**src/rtl/circle_motion_ctrl.sv**
```systemverilog
// circle_motion_ctrl: button-driven position, colour and clamping of the OLED circle sprite
module circle_motion_ctrl #(
  parameter int TICK_DIV = 2_000_000,
  parameter int RADIUS   = 6,
  parameter int WIDTH    = 96,
  parameter int HEIGHT   = 64,
  parameter int START_X  = 48,
  parameter int START_Y  = 32
) (
  input  logic        clk,
  input  logic        reset,
  input  logic        btnU,
  input  logic        btnD,
  input  logic        btnL,
  input  logic        btnR,
  input  logic        btnC,
  output logic [6:0]  base_x,
  output logic [6:0]  base_y,
  output logic [15:0] colour,
  output logic        moving,
  output logic [2:0]  dir
);
  localparam int CW = $clog2(TICK_DIV);
  localparam logic [6:0] MIN_X = 7'(RADIUS);
  localparam logic [6:0] MAX_X = 7'(WIDTH - 1 - RADIUS);
  localparam logic [6:0] MIN_Y = 7'(RADIUS);
  localparam logic [6:0] MAX_Y = 7'(HEIGHT - 1 - RADIUS);
  typedef enum logic [2:0] {STOP = 3'd0, UP = 3'd1, DOWN = 3'd2, LEFT = 3'd3, RIGHT = 3'd4} state_t;
  state_t state_q, state_d, req;
  logic [CW-1:0] cnt_q, cnt_d;
  logic [6:0] x_q, x_d, y_q, y_d;
  logic [15:0] col_q, col_d;
  logic [4:0] btn, btn_q, press;
  logic blocked, turn, step, at_limit;
  assign btn   = {btnC, btnU, btnD, btnL, btnR};
  assign press = btn & ~btn_q;
  // Next state: centre press beats direction changes, which beat the pending step
  always_comb begin
    req      = press[3] ? UP : press[2] ? DOWN : press[1] ? LEFT : press[0] ? RIGHT : STOP;
    blocked  = req == UP   ? y_q == MIN_Y :
               req == DOWN ? y_q == MAX_Y :
               req == LEFT ? x_q == MIN_X :
               req == RIGHT ? x_q == MAX_X : 1'b1;
    turn     = !press[4] && !blocked && req != state_q;
    step     = state_q != STOP && cnt_q == CW'(TICK_DIV - 1);
    state_d  = state_q;
    cnt_d    = (state_q == STOP || step) ? '0 : cnt_q + 1'b1;
    x_d      = x_q;
    y_d      = y_q;
    col_d    = col_q;
    at_limit = 1'b0;
    if (press[4]) begin
      state_d = STOP;
      cnt_d   = '0;
      col_d   = col_q == 16'h07E0 ? 16'hF800 :
                col_q == 16'hF800 ? 16'h001F :
                col_q == 16'h001F ? 16'hFFFF : 16'h07E0;
    end else if (turn) begin
      state_d = req;
      cnt_d   = '0;
    end else if (step) begin
      x_d      = state_q == LEFT ? x_q - 7'd1 : state_q == RIGHT ? x_q + 7'd1 : x_q;
      y_d      = state_q == UP ? y_q - 7'd1 : state_q == DOWN ? y_q + 7'd1 : y_q;
      at_limit = (state_q == UP && y_d == MIN_Y) || (state_q == DOWN && y_d == MAX_Y) ||
                 (state_q == LEFT && x_d == MIN_X) || (state_q == RIGHT && x_d == MAX_X);
      state_d  = at_limit ? STOP : state_q;
    end
  end
  // State, position, colour and button history registers
  always_ff @(posedge clk or posedge reset) begin
    if (reset) begin
      state_q <= STOP;
      cnt_q   <= '0;
      x_q     <= 7'(START_X);
      y_q     <= 7'(START_Y);
      col_q   <= 16'h07E0;
      btn_q   <= '0;
    end else begin
      state_q <= state_d;
      cnt_q   <= cnt_d;
      x_q     <= x_d;
      y_q     <= y_d;
      col_q   <= col_d;
      btn_q   <= btn;
    end
  end
  assign base_x = x_q;
  assign base_y = y_q;
  assign colour = col_q;
  assign moving = state_q != STOP;
  assign dir    = state_q;
endmodule

```
**config.mk**
```make
export PLATFORM = sky130hd
export DESIGN_NAME = circle_motion_ctrl
export DESIGN_NICKNAME = d
export VERILOG_FILES = /design/src/rtl/circle_motion_ctrl.sv
export SDC_FILE = /design/constraint.sdc
export NUM_CORES = 1
export LEC_CHECK = 0
export ABC_AREA = 1
export CAP_MARGIN = 40
export CORE_MARGIN = 4
export CORE_UTILIZATION = 57
export CTS_CLUSTER_DIAMETER = 50
export DETAILED_ROUTE_END_ITERATION = 12
export PLACE_DENSITY = 0.81
export SYNTH_ARGS = -nofsm -noshare
export SYNTH_HDL_FRONTEND = slang
export SYNTH_SLANG_ARGS = --single-unit
```
**constraint.sdc**
```tcl
create_clock -name clk -period 2.6 [get_ports clk]
set_input_delay 0.52 -clock clk [delete_from_list [all_inputs] [get_ports clk]]
set_output_delay 0.52 -clock clk [all_outputs]
set_load 0.05 [all_outputs]
```
==> results of run 1 <==
## final timing paths
kind | cells past startpoint | to | startpoint | slack (ps)
setup / recovery | 1 | dir[1] | dir[1]$_DFFE_PP0P_ | 210
max in group asynchronous | 3 | base_x[5]$_DFFE_PP1P_ | reset | 1540
setup reg to reg | 14 | dir[1]$_DFFE_PP0P_ | dir[2]$_DFFE_PP0P_ | 420
hold / removal | 1 | cnt_q[0]$_DFF_PP0_ | cnt_q[0]$_DFF_PP0_ | 510
min in group asynchronous | 3 | cnt_q[15]$_DFF_PP0_ | reset | 680
hold reg to reg | 1 | cnt_q[0]$_DFF_PP0_ | cnt_q[0]$_DFF_PP0_ | 510
## cell families (layout without fill, tap and decap cells)
family	Yosys count	in the layout	synth area share, %
DFF	46	46	33.9
adders and majority gates	9	9	3.31
and+or+nand+nor	300	300	41.3
buffers and inverters	89	118	13.5
AOI/OAI and AO/OA	21	21	4.15
xor gates and xnor gates	14	14	3.82
## area by class of cell
class	count	area [µm²]
multi-input cells	344	1790
repair buffers	48	458
well taps	72	90.1
clock buffers	5	68.8
inverters	62	233
flip-flops and latches	46	1160
clock inverters	3	40.0
fillers	455	1810
## power breakdown
group	leakage [nW]	switching, mW	internal, mW	total, mW
clock	0.0579	0.247	0.283	0.530
combinational	1.11	0.722	0.313	1.03
sequential	0.611	0.0753	0.754	0.829
total	1.78	1.04	1.35	2.39
## routing by layer
metal / vias up / track usage, % / wire length [µm]
met5: - / 0 / 0
met4: 0 / 10.6 / 227
met3: 25 / 3.59 / 394
met2: 109 / 39.1 / 3880
met1: 1503 / 28.3 / 3380
li1: 1592 / - / -
## cells in the mapped netlist (3+ instances only)
cell type and instances:
nor2_2 4, nor3_2 4, dfstp_2 4, nand4_1 16
nand2_4 3, nand2_1 132, dfrtp_1 42, buf_6 5
ha_1 9, nor2_1 39, nor3_1 20, o31ai_1 3
o21ai_1 5, buf_4 14, o21ai_2 3, xor2_1 11
buf_2 3, nand3_1 63, o21ai_0 5, a21oi_1 3
nor4_1 7, inv_1 60
## sequential cells by signal (all words and copies together), names as in the netlist
| register | flops |
|---|---|
| colour | 3 |
| btn_q | 5 |
| base_y | 7 |
| dir | 3 |
| base_x | 7 |
| cnt_q | 21 |
## through the flow
stage | std cells | power, mW | utilization, % | setup WS, ps
2_1_floorplan | 479 | 1.68 | - | 408
3_3_place_gp | 572 | 1.85 | 66.1 | 219
3_5_place_dp | 572 | 1.87 | 66.1 | 119
4_1_cts | 580 | 2.40 | 68.0 | 204
5_1_grt | 580 | 2.51 | 68.0 | 162
6_report | 580 | 2.39 | 68.0 | 212
## placed cells by master (no fill, tap or decap), types with 9 or more instances in the layout
master             n
xor2_1            11
nand3_1           63
dfrtp_1           42
nand4_1           16
nor3_1            20
nor2_1            39
nand2_1          132
clkdlybuf4s50_1   39
ha_1               9
inv_1             59
buf_4              9
==> results.ini, run 1 <==
[setup_path]
cp.required_ps = 2080
path_class = flip-flop to primary output
path_max_fanout = 12
cp_top_family = buffers and inverters
worst_path_max_delay_cell = clkdlybuf4s50_1
crit_path_start_kind = flip-flop
worstPathCellList = clkdlybuf4s50_1
arrival_ps = 1870
cp_slowest_stage_delay_ps = 900
path_buf_inv = 1
cp-end-kind = primary output

[sta]
rsz0062_at_grt = no
max_slew.worst_pin.slew_ps = 565
tns_ps = 0
fin_hold_ws_ps = 505
slew_violations = 0
setup_viol = 0
period_minus_slack_ps = 2390
fin_crit_sh_pct = 91.9
max_clock_freq_mhz = 419
hold_viol = 0
skew_ps = 10.4
relSlewSlack_pct = 62.3

[place]
dpl-instance-area_um2 = 3730
place_congestion = 0.932
io_buffers = 40
place_hpwl_um = 5880

[worst_hold_path]
hold_path.class = flip-flop to flip-flop

[cells_and_area]
antennaDiodeCount = 0
finalInstanceArea_um2 = 3840
layout.nets = 523
area_growth_pct = 12.6
final_layout_size_suffix_gt1_share_pct = 9.45

[synth]
synth_edf_count = 0
synth_area_um2 = 3410
ys_seq_area_share_pct = 33.9
synth.area.top_cells = dfrtp_1 (31%), nand2_1 (15%), nand3_1 (9.3%)
syn-num-nets = 495
synth_top_cell_area_share_pct = 30.9
synth.ff_latch_count = 46
yosys.area.top_type = dfrtp_1
yosys_most_used_dff = dfrtp_1
yosysWarnings = 0
netlist_instances = 479
post_synth_num_cell_types = 38
synth_area_per_cell_um2 = 7.11
async_flop_share_pct = 100

[die]
die_h_um = 85.3
rows = 27
die_w_um = 85.3
core_um2 = 5640
initial_core_util_pct = 60.4
pin_count = 41
dieArea_um2 = 7280

[clocking]
cts_made_buffers = 5
cts_setup_buffers = 0
path_clk_slew_ps = 80
clock_sinks = 46
ctsResizeCount = 0
holdBufCountCts = 0
clockBufferDepth = 2
h-tree-depth = 2
clock-root-buffer = clkbuf_8
cts_tree = done
worstSkewPairLatency_ps = 300

[grt]
antenna_found_initial = 0
grt_max_degree = 47
track_usage_pct = 22.9
first_global_vias = 3175
grt_pass1_wl_um = 13900
grt-ovfl-total = 0

[pwr]
max-vdd-ir-drop_mv = 0.592
leakagePower_nw = 1.78
power_density_nw_per_um2 = 624

[outcome]
status = complete, no violations

[route]
via_count = 3229
antenna_left = 0
drc = 0
drt_wl_total_um = 7870
wire_per_inst_um = 13.6
dr.pass1.iters = 5
drtIter0Drc = 325
routed_via_density = 5.57

[run]
drv_cap = 0

Note: power is estimated with default switching activity, not from simulation.
==> run 2: changes to the inputs <==
CELL_PAD_IN_SITES_DETAIL_PLACEMENT = 0   (was unset)
CELL_PAD_IN_SITES_GLOBAL_PLACEMENT = 2   (was unset)
CORE_UTILIZATION = 32   (was 57)
PLACE_DENSITY = unset   (was 0.81)
PLACE_DENSITY_LB_ADDON = 0.1   (was unset)
==> run 2 against run 1 <==
- die area rose by 70%
- clock power fell by 16%
- first-iteration DRC count fell by 57%
- clock skew fell by 2.4 ps
==> results.ini, run 2 (synthesis results as in run 1) <==
[clocking]
clock-root-buffer = clkbuf_8
clock_sinks = 46
clockBufferDepth = 2
worstSkewPairLatency_ps = 300
h-tree-depth = 2
cts_tree = done
holdBufCountCts = 0
ctsResizeCount = 0
path_clk_slew_ps = 90
cts_setup_buffers = 0
cts_made_buffers = 5

[cells_and_area]
fill_cells = 1091
layout_common_cells = nand2_1 (132), nand3_1 (63), inv_1 (59)
area_growth_pct = 14.4
final_layout_size_suffix_gt1_share_pct = 9.07
largest_reg_flops = 21
layout.nets = 522
layout_commonest_cell = nand2_1
finalInstanceArea_um2 = 3890
antennaDiodeCount = 0
top_register = cnt_q

[route]
antenna_left = 0
wire_per_inst_um = 13.7
routed_via_density = 4.72
drt_wl_total_um = 8790
drc = 0
via_count = 3038
dr.pass1.iters = 4
drtIter0Drc = 139

[grt]
busiest_layer = met2
track_usage_pct = 14.9
use_met3_pct = 2.24
first_global_vias = 3077
grt-ovfl-total = 0
antenna_found_initial = 0
use_met2_pct = 25.4
grt_util_met1_pct = 19.7
grt_pass1_wl_um = 15200
grt_max_degree = 47

[worst_hold_path]
hold_path.class = flip-flop to flip-flop
hold_end = cnt_q[0]$_DFF_PP0_
min_from = cnt_q[0]$_DFF_PP0_
worstHoldPathCells = 1

[sta]
setup_viol = 0
max_clock_freq_mhz = 412
fin_crit_sh_pct = 93.4
hold_viol = 0
fin_hold_ws_ps = 476
max_slew.worst_pin.slew_ps = 621
slew_violations = 0
skew_ps = 7.95
relSlewSlack_pct = 58.6
rsz0062_at_grt = no
tns_ps = 0
period_minus_slack_ps = 2430

[pwr]
leakagePower_nw = 1.76
max-vdd-ir-drop_mv = 0.528
power_density_nw_per_um2 = 592

[die]
core_um2 = 10300
pin_count = 41
dieArea_um2 = 12400
initial_core_util_pct = 33.0
die_w_um = 111
die_h_um = 111
rows = 37

[setup_path]
critPathLaunch = dir[2]$_DFFE_PP0P_
worst_path_max_delay_cell = clkdlybuf4s50_1
r2r_slack_ps = 430
crit_path_start_kind = flip-flop
cp_slowest_stage_delay_ps = 910
cp.required_ps = 2080
worstPathCellList = clkdlybuf4s50_1
cp_top_family = buffers and inverters
path_max_fanout = 10
path_class = flip-flop to primary output
path_buf_inv = 1
path_depth = 1
r2r-start = dir[2]$_DFFE_PP0P_
cp-end-kind = primary output
rr_endpoint = dir[1]$_DFFE_PP0P_
arrival_ps = 1910
reg2reg_depth = 14

[place]
place_hpwl_um = 6670
place_congestion = 0.783
dpl-instance-area_um2 = 3810
io_buffers = 40

[run]
drv_cap = 0

[outcome]
status = complete, no violations

## run 2: cell count changes in the layout (fill, tap and decap cells not counted), sizes merged
cell,delta
buf,-1
bufinv,-1
clkbuf,+1
## run 2: cell type report
type | instances | area, µm² | share of cell area [%]
clock inverter | 2 | 10.0 | 0.257
sequential | 46 | 1160 | 29.7
timing repair buffer | 47 | 463 | 11.9
inverter | 62 | 233 | 5.97
tap | 136 | 170 | 4.37
multi-input combinational | 344 | 1790 | 46.0
clock buffer | 6 | 72.6 | 1.86
## run 2: per-layer routing
layer / share of wire (%) / up-vias / wire length (µm)
met3: 2.8 / 9 / 243
li1: - / 1582 / -
met2: 48 / 54 / 4200
met5: 0 / - / 0
met4: 1.3 / 0 / 118
met1: 48 / 1393 / 4230
## run 2: how the worst max path moves through the flow
stage / end / slack (ps)
global route: dir[2] / 90
floorplan: base_y[0]$_DFFE_PP0P_ / 410
CTS: dir[2] / 150
global placement: base_x[1]$_DFFE_PP0P_ / 150
detailed placement: base_x[0]$_DFFE_PP0P_ / 70
finish: dir[2] / 170
## run 2: stage by stage
stage	worst slack (ps)	util, %	instances	power, mW
finish	171	37.7	643	2.31
global route	88.8	37.7	643	2.45
CTS	153	37.7	643	2.35
detailed placement	73.8	36.9	635	1.89
global placement	149	36.9	635	1.89
floorplan	408	-	479	1.68
## run 2: power breakdown
group	internal (mW)	total (mW)	switching, mW
combinational	0.313	1.03	0.720
sequential	0.754	0.829	0.0759
clock	0.187	0.444	0.257
total	1.25	2.31	1.05
==> run 3: changes to the inputs <==
ABC_AREA = unset   (was 1)
CORE_UTILIZATION = 34   (was 32)
==> run 3 against run 2 <==
- clock power rose by 7.4%
- total power rose by 31%
- die area down 15%
- critical path depth up 8
- fmax is 4.9% lower
- core utilization grew 7.2 points
- area after synthesis down 11%
- combinational power increased by 58%
- flip-flop and latch count did not move
- final cell count down 23%
- sequential share of layout area is 0.14 points higher
- wire length down 17%
==> results.ini, run 3 <==
[grt]
track_usage_pct = 14.9
antenna_found_initial = 0
grt-ovfl-total = 0
first_global_vias = 2454
grt_max_degree = 22
grt_pass1_wl_um = 12300

[die]
rows = 34
die_w_um = 102
initial_core_util_pct = 34.9
die_h_um = 102
dieArea_um2 = 10500
core_um2 = 8680
pin_count = 41

[synth]
yosys.cell_count.top_type = nor2_1
synth.area.top_cells = dfrtp_1 (35%), xnor2_1 (6.1%), nor2_1 (5.5%)
synth_top_cell_area_share_pct = 34.7
synth_commonest_cells = nor2_1 (44), dfrtp_1 (42), xnor2_1 (21)
synth_area_per_cell_um2 = 9.26
yosysWarnings = 0
yosys_most_used_dff = dfrtp_1
syn-num-nets = 343
async_flop_share_pct = 100
yosys.area.top_type = dfrtp_1
synth_edf_count = 0
post_synth_num_cell_types = 62
synth.ff_latch_count = 46
synth_area_um2 = 3030
netlist_instances = 327
ys_seq_area_share_pct = 38.2

[setup_path]
worst_path_max_delay_cell = or4_4
cp-end-kind = flip-flop
r2r-start = base_y[0]$_DFFE_PP0P_
critPathLaunch = base_y[0]$_DFFE_PP0P_
path_class = flip-flop to flip-flop
cp_slowest_stage_delay_ps = 550
arrival_ps = 2740
crit_path_start_kind = flip-flop
worstPathCellList = inv_1 > ha_1 > nor2b_1 > a32o_2 > xnor2_1 > or4_4 > a211oi_4 > o41ai_4 > a32o_1
cp.required_ps = 2790
path_max_fanout = 6

[worst_hold_path]
hold_path.class = flip-flop to flip-flop
min_from = cnt_q[0]$_DFF_PP0_

[sta]
rsz0062_at_grt = yes
fin_crit_sh_pct = 98.3
slew_violations = 0
max_slew.worst_pin.slew_ps = 511
fin_hold_ws_ps = 519
max_clock_freq_mhz = 391
relSlewSlack_pct = 65.8
tns_ps = 0
setup_ws_ps = 45.2
period_minus_slack_ps = 2550
skew_ps = 9.34
setup_viol = 0
hold_viol = 0

[route]
routed_via_density = 4.96
dr.pass1.iters = 4
drt_wl_total_um = 7320
antenna_left = 0
wire_per_inst_um = 14.8
via_count = 2461
drtIter0Drc = 97
drc = 0

[cells_and_area]
area_growth_pct = 28.8
finalInstanceArea_um2 = 3900
largest_reg_flops = 21
final_util_pct = 45.0
layout.nets = 403
top_register = cnt_q
instances_no_fill = 496
antennaDiodeCount = 0
layout_common_cells = nor2_1 (44), buf_4 (42), clkdlybuf4s50_1 (39)
layout_commonest_cell = nor2_1
final_layout_size_suffix_gt1_share_pct = 21.9

[place]
io_buffers = 40
dpl-instance-area_um2 = 3730
pre_cts_slack_ps = -200
dp.cells = 487
place_hpwl_um = 5500
place_congestion = 0.772

[clocking]
clockBufferDepth = 2
worstSkewPairLatency_ps = 300
cts_tree = done
cts_made_buffers = 5
h-tree-depth = 2
clock-root-buffer = clkbuf_8
path_clk_slew_ps = 90
clock_sinks = 46

[outcome]
status = complete, no violations

[pwr]
p_comb_share_pct = 54.1
netSwitchingFraction_pct = 46.3
max-vdd-ir-drop_mv = 0.569
power_density_nw_per_um2 = 772
pwr-share-clk_pct = 15.8
leakagePower_nw = 1.58
p_switching_mw = 1.40
fin_total_pwr_mw = 3.01
p_int_mw = 1.62
power_frac_seq_pct = 30.1

[run]
drv_cap = 0

-- run 3: changes by cell type after synthesis, sizes merged, moves of 12 or more --
cell	before	now
inv	62	13
nand2	137	16
nand3	63	10
nand4	18	5
nor3	24	12
xnor2	2	21
-- run 3: final timing paths --
kind | end | slack (ps) | depth (start not counted)
setup / recovery | dir[1]$_DFFE_PP0P_ | 50 | 9
hold / removal | cnt_q[0]$_DFF_PP0_ | 520 | 1
setup reg to reg | dir[1]$_DFFE_PP0P_ | 50 | 9
hold reg to reg | cnt_q[0]$_DFF_PP0_ | 520 | 1
max in group asynchronous | base_y[0]$_DFFE_PP0P_ | 1470 | 3
min in group asynchronous | dir[0]$_DFFE_PP0P_ | 560 | 2
-- run 3: timing repair --
item,in CTS,in global routing
pin swaps,0,1
buffers inserted,0,1
gates resized for setup,1,15
endpoints found under the setup margin,2,24
gates cloned,0,0
hold buffers,0,0
-- run 3: area by class of cell --
type                       instances  area, µm²
timing repair buffer              83        746
sequential                        46       1160
tap                              108        135
clock inverter                     1       8.76
clock buffer                       7       86.3
multi-input combinational        238       1710
inverter                          13       48.8
fill                             871       4780
-- run 3: layer usage --
metal | up-vias | global-route usage [%] | share of wire (%)
met3 | 9 | 2.32 | 2.2
met2 | 29 | 23.9 | 48
met1 | 1164 | 20.3 | 48
met4 | 0 | 5.35 | 1.7
met5 | - | 0 | 0
li1 | 1259 | - | -
-- run 3: critical path: cells and delay by family (launching register included) --
family                     cells  cell delay [ps]
DFF                            1              420
AOI/OAI and AO/OA              4              910
buffers and inverters          1               70
and+or+nand+nor                2              680
xor gates and xnor gates       1              140
adders and majority gates      1              210
-- run 3: cell families (layout without fill, tap and decap cells) --
logic type                 count (synthesis)  count (layout)  share of synthesized area (%)
AOI/OAI and AO/OA                         42              42                           10.5
muxes                                      1               1                          0.330
DFF                                       46              46                           38.2
buffers and inverters                     43             104                           7.64
adders and majority gates                  9               9                           3.72
xor gates and xnor gates                  38              38                           11.0
and+or+nand+nor                          148             148                           28.6
-- run 3: power by group through the flow --
stage	registers, mW	clock network, mW	logic [mW]
2_1_floorplan	1.06	0	1.01
5_1_grt	0.932	0.533	1.74
4_1_cts	0.910	0.506	1.62
6_report	0.908	0.477	1.63
3_5_place_dp	0.924	0	1.62
3_3_place_gp	0.919	0	1.62
